--- config.mk ---
export PLATFORM = sky130hd
export DESIGN_NAME = cascade_ack_sequencer
export DESIGN_NICKNAME = d
export VERILOG_FILES = /design/src/rtl/cascade_pkg.sv /design/src/rtl/inta_edge_detect.sv /design/src/rtl/cascade_ack_sequencer.sv
export SDC_FILE = /design/constraint.sdc
export NUM_CORES = 1
export LEC_CHECK = 0
export ABC_AREA = 1
export CORE_UTILIZATION = 25
export CTS_CLUSTER_SIZE = 8
export DETAILED_ROUTE_END_ITERATION = 6
export PLACE_DENSITY = 0.48
export SYNTH_ARGS = -nofsm -noshare
export SYNTH_HDL_FRONTEND = slang
export SYNTH_SLANG_ARGS = --single-unit
--- constraint.sdc ---
create_clock -name clock -period 1.1 [get_ports clock]
set_clock_uncertainty 0.15 [all_clocks]
set_input_delay 0.22 -clock clock [delete_from_list [all_inputs] [get_ports clock]]
set_output_delay 0.22 -clock clock [all_outputs]
set_load 0.01 [all_outputs]
--- src/rtl/cascade_pkg.sv ---
// Shared types and helpers for the INTA cascade sequencer.
package cascade_pkg;

  typedef enum logic [1:0] {
    IDLE = 2'd0,
    ACK1 = 2'd1,
    ACK2 = 2'd2,
    ACK3 = 2'd3
  } ack_state_t;

  function automatic int cas_width(input int num_ir);
    return $clog2(num_ir);
  endfunction

  // Scanning from the top down leaves the lowest set bit as the final answer.
  function automatic logic [4:0] lsb_index(input logic [31:0] vec);
    logic [4:0] idx;
    idx = '0;
    for (int i = 31; i >= 0; i--) begin
      if (vec[i]) idx = 5'(i);
    end
    return idx;
  endfunction

endpackage

--- src/rtl/inta_edge_detect.sv ---
// INTA edge pulses computed against the registered previous sample, so the
// consumer's registered outputs change one cycle after the triggering sample.
module inta_edge_detect (
  input  logic clock,
  input  logic reset,
  input  logic inta_n,
  output logic fall,
  output logic rise
);

  logic inta_prev;

  // Reset to the idle-high level so no false edge appears after reset.
  always_ff @(posedge clock) begin
    if (reset) inta_prev <= 1'b1;
    else       inta_prev <= inta_n;
  end

  assign fall = inta_prev & ~inta_n;
  assign rise = ~inta_prev & inta_n;

endmodule

--- src/rtl/cascade_ack_sequencer.sv ---
// 8259A-style cascade/INTA sequencer. Optional abort on an idle INTA line
// is built when CASCADE_TIMEOUT_EN is defined.
module cascade_ack_sequencer
  import cascade_pkg::*;
#(
  parameter int NUM_IR         = 8,
  parameter int CAS_W          = cas_width(NUM_IR),
  parameter int TIMEOUT_CYCLES = 64
) (
  input  logic              clock,
  input  logic              reset,
  input  logic              single_mode,
  input  logic              is_master,
  input  logic              mode_8086,
  input  logic [NUM_IR-1:0] slave_map,
  input  logic [CAS_W-1:0]  slave_id,
  input  logic [NUM_IR-1:0] ack_ir,
  input  logic              inta_n,
  input  logic [CAS_W-1:0]  cas_in,
  output logic [CAS_W-1:0]  cas_out,
  output logic              cas_oe,
  output logic [1:0]        ack_state,
  output logic              drive_vector_en,
  output logic              ack_done,
  output logic              ack_error
);

  ack_state_t state_q, state_d;
  logic fall, rise;

  logic [NUM_IR-1:0] ack_ir_l, slave_map_l;
  logic              single_mode_l, mode_8086_l, empty_l, match_q;
  logic [CAS_W-1:0]  cas_out_q, cas_out_d;
  logic              cas_oe_q, cas_oe_d, dve_q, dve_d;
  logic              done_q, done_d, err_q, err_d;
  logic              hit, drive_cond, entering, timeout_hit;

  inta_edge_detect u_edge (
    .clock  (clock),
    .reset  (reset),
    .inta_n (inta_n),
    .fall   (fall),
    .rise   (rise)
  );

`ifdef CASCADE_TIMEOUT_EN
  localparam int CNT_W = $clog2(TIMEOUT_CYCLES + 1);
  logic [CNT_W-1:0] idle_cnt_q;

  always_ff @(posedge clock) begin
    if (reset || state_q == IDLE || fall || timeout_hit) idle_cnt_q <= '0;
    else if (inta_n)                                      idle_cnt_q <= idle_cnt_q + 1'b1;
  end

  assign timeout_hit = (state_q != IDLE) && inta_n &&
                       (idle_cnt_q == CNT_W'(TIMEOUT_CYCLES - 1));
`else
  // Never fires; the limit only matters when the timeout is built.
  assign timeout_hit = (TIMEOUT_CYCLES < 0);
`endif

  assign hit = ~single_mode_l & is_master & (|(ack_ir_l & slave_map_l));
  // An empty acknowledge is handled as a plain non-cascade master cycle.
  assign drive_cond = single_mode_l | empty_l | (is_master & ~hit) |
                      (~is_master & match_q);
  assign entering = (state_q == IDLE) && (state_d == ACK1);

  always_comb begin
    state_d = state_q;
    done_d  = 1'b0;
    err_d   = 1'b0;
    unique case (state_q)
      IDLE: if (fall) begin
        state_d = ACK1;
        err_d   = (ack_ir == '0);
      end
      ACK1: if (fall) state_d = ACK2;
      ACK2: begin
        if (mode_8086_l) begin
          if (rise) begin
            state_d = IDLE;
            done_d  = 1'b1;
          end
        end else if (fall) begin
          state_d = ACK3;
        end
      end
      ACK3: if (rise) begin
        state_d = IDLE;
        done_d  = 1'b1;
      end
      default: state_d = IDLE;
    endcase
    if (timeout_hit && state_d != IDLE) begin
      state_d = IDLE;
      err_d   = 1'b1;
    end

    cas_oe_d  = (state_q != IDLE) && hit;
    cas_out_d = cas_oe_d ? CAS_W'(lsb_index(32'(ack_ir_l))) : '0;
    dve_d     = ((state_d == ACK2) || (state_d == ACK3)) && !inta_n && drive_cond;
  end

  always_ff @(posedge clock) begin
    if (reset) begin
      state_q       <= IDLE;
      ack_ir_l      <= '0;
      slave_map_l   <= '0;
      single_mode_l <= 1'b0;
      mode_8086_l   <= 1'b0;
      empty_l       <= 1'b0;
      match_q       <= 1'b0;
      cas_out_q     <= '0;
      cas_oe_q      <= 1'b0;
      dve_q         <= 1'b0;
      done_q        <= 1'b0;
      err_q         <= 1'b0;
    end else begin
      state_q   <= state_d;
      cas_out_q <= cas_out_d;
      cas_oe_q  <= cas_oe_d;
      dve_q     <= dve_d;
      done_q    <= done_d;
      err_q     <= err_d;
      if (entering) begin
        ack_ir_l      <= ack_ir;
        slave_map_l   <= slave_map;
        single_mode_l <= single_mode;
        mode_8086_l   <= mode_8086;
        empty_l       <= (ack_ir == '0);
      end
      if (state_d == IDLE)
        match_q <= 1'b0;
      else if (state_q == ACK1 && rise && !is_master && !single_mode_l)
        match_q <= (cas_in == slave_id);
    end
  end

  assign ack_state       = state_q;
  assign cas_out         = cas_out_q;
  assign cas_oe          = cas_oe_q;
  assign drive_vector_en = dve_q;
  assign ack_done        = done_q;
  assign ack_error       = err_q;

endmodule
==> impl_metrics.py, run 1 <==
metrics = {
    "power_and_ir_drop": {
        "irDropWorstVdd_mv": 0.6731,
        "p_leak_nw": 0.9076,
        "powerDensity_nw_per_um2": 1588,
    },
    "global_route": {
        "grt_overflow_total": 0,
        "grt_max_degree": 14,
        "antenna_found_initial": 0,
        "met2_usage_pct": 20.77,
        "grt_use_total_pct": 13.34,
        "grt_pass1_vias": 1186,
        "grt-busiest-layer": "met2",
        "grt_pass1_wl_mm": 5.292,
        "use_met3_pct": 3.867,
        "grt_use_met1_pct": 16.97,
    },
    "synth": {
        "syn-num-nets": 203,
        "ys_warn_count": 0,
        "synth_cell_types": 24,
        "syn_area_per_cell_um2": 7.178,
        "ys_async_sr_fraction_pct": 0,
        "seq_area_frac_synth_pct": 47.81,
        "syn_inst": 175,
        "synth-edff-count": 0,
        "synth_seq_cells": 30,
        "syn_area_um2": 1256,
        "synthFlopType": "dfxtp_1",
    },
    "finish": {
        "layout.nets": 261,
        "final_layout_size_suffix_gt1_share_pct": 33.91,
        "syn_to_final_growth_pct": 62.75,
        "num_antenna_cells": 0,
    },
    "timing": {
        "rsz0062_at_grt": "yes",
        "setup_viol": 25,
        "fmax_ghz": 0.8418,
        "timing.final.crit_share_pct": 108.0,
        "finalCriticalPeriod_ps": 1188,
        "fin_setup_tns_ps": -1356,
        "setup_ws_ps": -87.94,
        "slew_violations": 0,
        "relSlewSlack_pct": 83.99,
        "worstMarginPinSlew_ps": 240.2,
        "hold_violations": 0,
    },
    "floorplanning": {
        "die-area_um2": 5312,
        "fp.dieW_um": 72.89,
        "initial_core_util_pct": 26.25,
        "pin_count": 37,
        "die_height_um": 72.89,
        "std_cell_rows": 25,
        "coreArea_um2": 4786,
    },
    "routing": {
        "vias_per_cell": 4.107,
        "drt-wirelength-per-cell_um": 10.22,
        "drtIter0Drc": 21,
        "via_count": 1232,
        "wl_mm": 3.065,
        "ant_nets": 0,
        "drc": 0,
        "drt_pass1_iterations": 4,
    },
    "clocking": {
        "holdBufCountCts": 0,
        "clockBufferDepth": 2,
        "h-tree-depth": 2,
        "root_buffer": "clkbuf_8",
        "clock_latency_ps": 280,
        "cts_sinks": 30,
        "cts_made_buffers": 5,
        "cts.reportedPaths.clkPinSlew_ps": 70,
        "tritoncts": "done",
    },
    "placed_design": {
        "port_buffers": 36,
        "dp_slack_ps": -539.0,
        "gp_congestion": 0.8790,
        "hpwl_mm": 2.407,
    },
    "worst_setup_path": {
        "critPathArrivalTime_ps": 1210,
        "cp_max_fo": 13,
        "required_ps": 1120,
        "crit_type": "reg2reg",
        "end_kind": "register",
        "critPathLaunchType": "register",
    },
    "worst_hold_path": {
        "hp-class": "in2reg",
    },
    "job": {
        "drv_cap": 0,
    },
    "status": {
        "violations": "negative setup slack",
        "status": "finished with violations",
    },
}
==> worst max-delay path, cell delays in order, from the launching register on <==
cell	delay [ps]
dfxtp_4	360
nor2_4	140
nand2_4	90
buf_12	160
o21ai_2	130
a21oi_1	50
==> through the flow <==
stage	instances	util, %	total power [W]	hold WS, ps	area, µm²
floorplan	175	-	0.001729	148.7	1287
global placement	293	38.95	0.002146	315.9	1864
detailed placement	293	38.95	0.002145	323.3	1864
CTS	300	41.41	0.003242	282.5	1982
global route	300	42.72	0.003444	311.1	2044
finish	300	42.72	0.003248	288.4	2044
==> area by class of cell <==
cell class                      count  area, µm²
Tap cell                           67      83.83
Inverter                           19      73.82
Fill cell                         510       2741
Clock buffer                        7      107.6
Timing Repair Buffer               56      509.2
Sequential cell                    30      616.8
Multi-Input combinational cell    121      653.1
==> metal layers <==
layer	vias to the layer above	part of all wire, %	wire length (µm)
met5	-	0	0
met4	0	1.9	59
met3	5	3.6	110
met2	25	44	1354
met1	529	50	1541
li1	673	-	-
==> layout by cell type (no fill, tap or decap) <==
cell type,netlist,layout
a21oi_1,10,8
a21oi_2,0,2
and3_4,0,1
buf_12,0,2
buf_2,1,8
buf_4,2,14
buf_6,1,5
clkbuf_16,0,1
clkbuf_8,0,6
clkdlybuf4s50_1,0,25
dfxtp_1,30,21
dfxtp_2,0,7
dfxtp_4,0,2
dlygate4sd2_1,0,2
inv_1,18,14
inv_2,1,4
inv_4,0,1
nand2_1,29,25
nand2_2,1,4
nand2_4,0,1
nand3_1,7,7
nand4_1,3,3
nor2_1,41,34
nor2_2,2,7
nor2_4,0,2
nor4_1,1,1
o211ai_1,1,1
o21a_1,1,1
o21ai_0,17,1
o21ai_1,2,7
o21ai_2,0,10
o21ai_4,0,1
o32ai_1,1,1
or2_2,1,1
xnor2_1,1,1
xor2_1,2,2
==> state kept, by name (all words and copies together), names as in the netlist <==
signal / flops
empty_l: 1
slave_map_l: 8
ack_state: 2
cas_oe: 1
cas_out: 3
u_edge.inta_prev: 1
drive_vector_en: 1
match_q: 1
ack_done: 1
mode_8086_l: 1
ack_ir_l: 8
single_mode_l: 1
ack_error: 1
==> power by group <==
part | switching (W) | leakage, nW | internal, W
combinational | 0.000438 | 0.603 | 0.000460
clock | 0.000411 | 0.0555 | 0.000632
sequential | 0.0000888 | 0.249 | 0.00122
==> kinds of logic after synthesis <==
logic type             share of synthesized area (%)
AND/OR/NAND/NOR                                28.19
buffers and inverters                          8.464
XOR/XNOR                                       2.092
AO/OA/AOI/OAI                                  13.45
flip-flops                                     47.81
==> path summary, 6_finish.rpt <==
path,startpoint,to,slack (ps),cells after the start
worst max register to register,ack_state[1],ack_ir_l[5],-90,5
worst max-delay path,ack_state[1],ack_ir_l[5],-90,5
worst min-delay path,reset,ack_done,290,3
worst min register to register,slave_map_l[7],slave_map_l[7],330,2
==> what timing repair did <==
item,in CTS,in global routing
gates cloned,0,0
gates resized for setup,62,22
setup endpoints to repair,39,37
buffers inserted,0,0
pin swaps,7,7
==> cells in the mapped netlist, drive strengths merged (2+ instances only) <==
master | n | area share (%)
xor2 | 2 | 1.4
inv | 19 | 5.7
a21oi | 10 | 4.0
nand4 | 3 | 1.5
nand2 | 30 | 9.2
nor2 | 43 | 13
o21ai | 19 | 7.6
buf | 4 | 2.5
nand3 | 7 | 2.8
dfxtp | 30 | 48
No activity file was read; power rests on OpenSTA's default activity.
==> run 2, diff against run 1 <==
CTS_BUF_LIST = sky130_fd_sc_hd__clkbuf_4 sky130_fd_sc_hd__clkbuf_8 sky130_fd_sc_hd__clkbuf_16   (was unset)
MAX_ROUTING_LAYER = met4   (was unset)
==> run 2 against run 1 <==
  * Largest cell class unchanged
  * The flow still finishes with violations (negative setup slack)
  * Die area is the same
  * Total power shrank 0.42%
  * Highest routed layer unchanged
  * Critical endpoint unchanged
  * Utilization fell by 0.24 points
  * Design area fell by 0.55%
  * Setup slack improved by 2.4 ps
==> impl_metrics.py, run 2 (same netlist as run 1, synthesis figures left out) <==
metrics = {
    "status": {
        "status": "finished with violations",
        "violations": "negative setup slack",
    },
    "worst_setup_path": {
        "critPathArrivalTime_ps": 1210,
        "cp_max_fo": 13,
        "end_kind": "register",
        "required_ps": 1120,
        "r2r_slack_ps": -90,
        "crit_type": "reg2reg",
        "critPathLaunchType": "register",
    },
    "finish": {
        "fin_cells": 300,
        "final_cell_mix": "nor2_1 (34), nand2_1 (25), clkdlybuf4s50_1 (25), dfxtp_1 (21)",
        "final_layout_size_suffix_gt1_share_pct": 33.48,
        "num_antenna_cells": 0,
        "syn_to_final_growth_pct": 61.85,
        "final_common_cell": "nor2_1",
        "layout.nets": 261,
    },
    "global_route": {
        "grt_use_total_pct": 13.71,
        "antenna_found_initial": 0,
        "use_met3_pct": 3.867,
        "met2_usage_pct": 20.87,
        "grt_use_met1_pct": 16.79,
        "grt-busiest-layer": "met2",
        "grt_pass1_wl_mm": 5.285,
        "grt_overflow_total": 0,
        "grt_pass1_vias": 1186,
        "grt_max_degree": 14,
    },
    "power_and_ir_drop": {
        "p_sw_w": 0.0009258,
        "p_int_w": 0.002308,
        "irDropWorstVdd_mv": 0.6732,
        "p_seq_share_pct": 40.4,
        "p_leak_nw": 0.9054,
        "pwr-share-comb_pct": 27.5,
        "swShare_pct": 28.63,
        "clock_power_share_pct": 32.1,
        "powerDensity_nw_per_um2": 1591,
    },
    "floorplanning": {
        "pin_count": 37,
        "fp.dieW_um": 72.89,
        "std_cell_rows": 25,
        "initial_core_util_pct": 26.25,
        "die-area_um2": 5312,
        "die_height_um": 72.89,
        "coreArea_um2": 4786,
    },
    "timing": {
        "finalCriticalPeriod_ps": 1186,
        "setup_ws_ps": -85.53,
        "relSlewSlack_pct": 83.93,
        "worstMarginPinSlew_ps": 241.1,
        "fin_setup_tns_ps": -1364,
        "fmax_ghz": 0.8435,
        "rsz0062_at_grt": "yes",
        "timing.final.crit_share_pct": 107.8,
        "hold_violations": 0,
        "slew_violations": 0,
        "setup_viol": 25,
    },
    "clocking": {
        "cts.reportedPaths.clkPinSlew_ps": 70,
        "h-tree-depth": 2,
        "clock_latency_ps": 280,
        "cts_made_buffers": 5,
        "root_buffer": "clkbuf_8",
        "tritoncts": "done",
        "clockBufferDepth": 2,
        "cts_sinks": 30,
        "cts_setup_buffers": 0,
    },
    "placed_design": {
        "place_inst": 293,
        "port_buffers": 36,
        "dp_slack_ps": -539.0,
        "hpwl_mm": 2.407,
        "gp_congestion": 0.8936,
    },
    "routing": {
        "drtIter0Drc": 19,
        "vias_per_cell": 4.103,
        "ant_nets": 0,
        "drc": 0,
        "drt-wirelength-per-cell_um": 10.20,
        "via_count": 1231,
        "wl_mm": 3.060,
        "drt_pass1_iterations": 4,
    },
    "worst_hold_path": {
        "hp-class": "in2reg",
    },
    "job": {
        "drv_cap": 0,
    },
}
[run 2: cell type report]
| type | count | area [µm²] |
|---|---|---|
| Fill cell | 511 | 2753 |
| Clock buffer | 7 | 107.6 |
| Tap cell | 67 | 83.83 |
| Multi-Input combinational cell | 121 | 641.9 |
| Timing Repair Buffer | 56 | 509.2 |
| Sequential cell | 30 | 616.8 |
| Inverter | 19 | 73.82 |
[run 2: worst paths after layout]
| check | from | end | cells after the start |
|---|---|---|---|
| setup / recovery | ack_state[1] | ack_ir_l[5] | 5 |
| hold / removal | reset | ack_done | 3 |
| setup reg to reg | ack_state[1] | ack_ir_l[5] | 5 |
| hold reg to reg | slave_map_l[7] | slave_map_l[7] | 2 |
[run 2: what timing repair did]
action	in CTS	in global routing
hold buffers	0	0
pin swaps	7	7
resized for setup	62	20
setup endpoints to repair	39	37
[run 2: layer usage]
metal / share of wire, % / vias up
met3: 3.7 / 5
li1: - / 674
met5: 0 / -
met1: 50 / 525
met2: 44 / 27
met4: 2.1 / 0
[run 2: power by group through the flow]
| stage | registers (W) | logic (W) | clock network, W |
|---|---|---|---|
| floorplan | 0.00132 | 0.000411 | 0 |
| global placement | 0.00132 | 0.000828 | 0 |
| detailed placement | 0.00132 | 0.000826 | 0 |
| CTS | 0.00130 | 0.000871 | 0.00107 |
| global route | 0.00132 | 0.000991 | 0.00112 |
| finish | 0.00131 | 0.000890 | 0.00104 |
[run 2: worst max-delay path: stages, from the launching register on]
cell and delay [ps]:
dfxtp_4 360, nor2_4 140, nand2_4 90, buf_12 160
o21ai_2 120, a21oi_1 50
[run 2: through the flow]
stage               utilization [%]  hold WS, ps  total power, W  instance area, µm²
floorplan                         -        148.7        0.001729                1287
CTS                           41.41        282.5        0.003242                1982
detailed placement            38.95        323.3        0.002145                1864
global route                  42.48        311.1        0.003433                2033
global placement              38.95        315.9        0.002146                1864
finish                        42.48        288.3        0.003234                2033
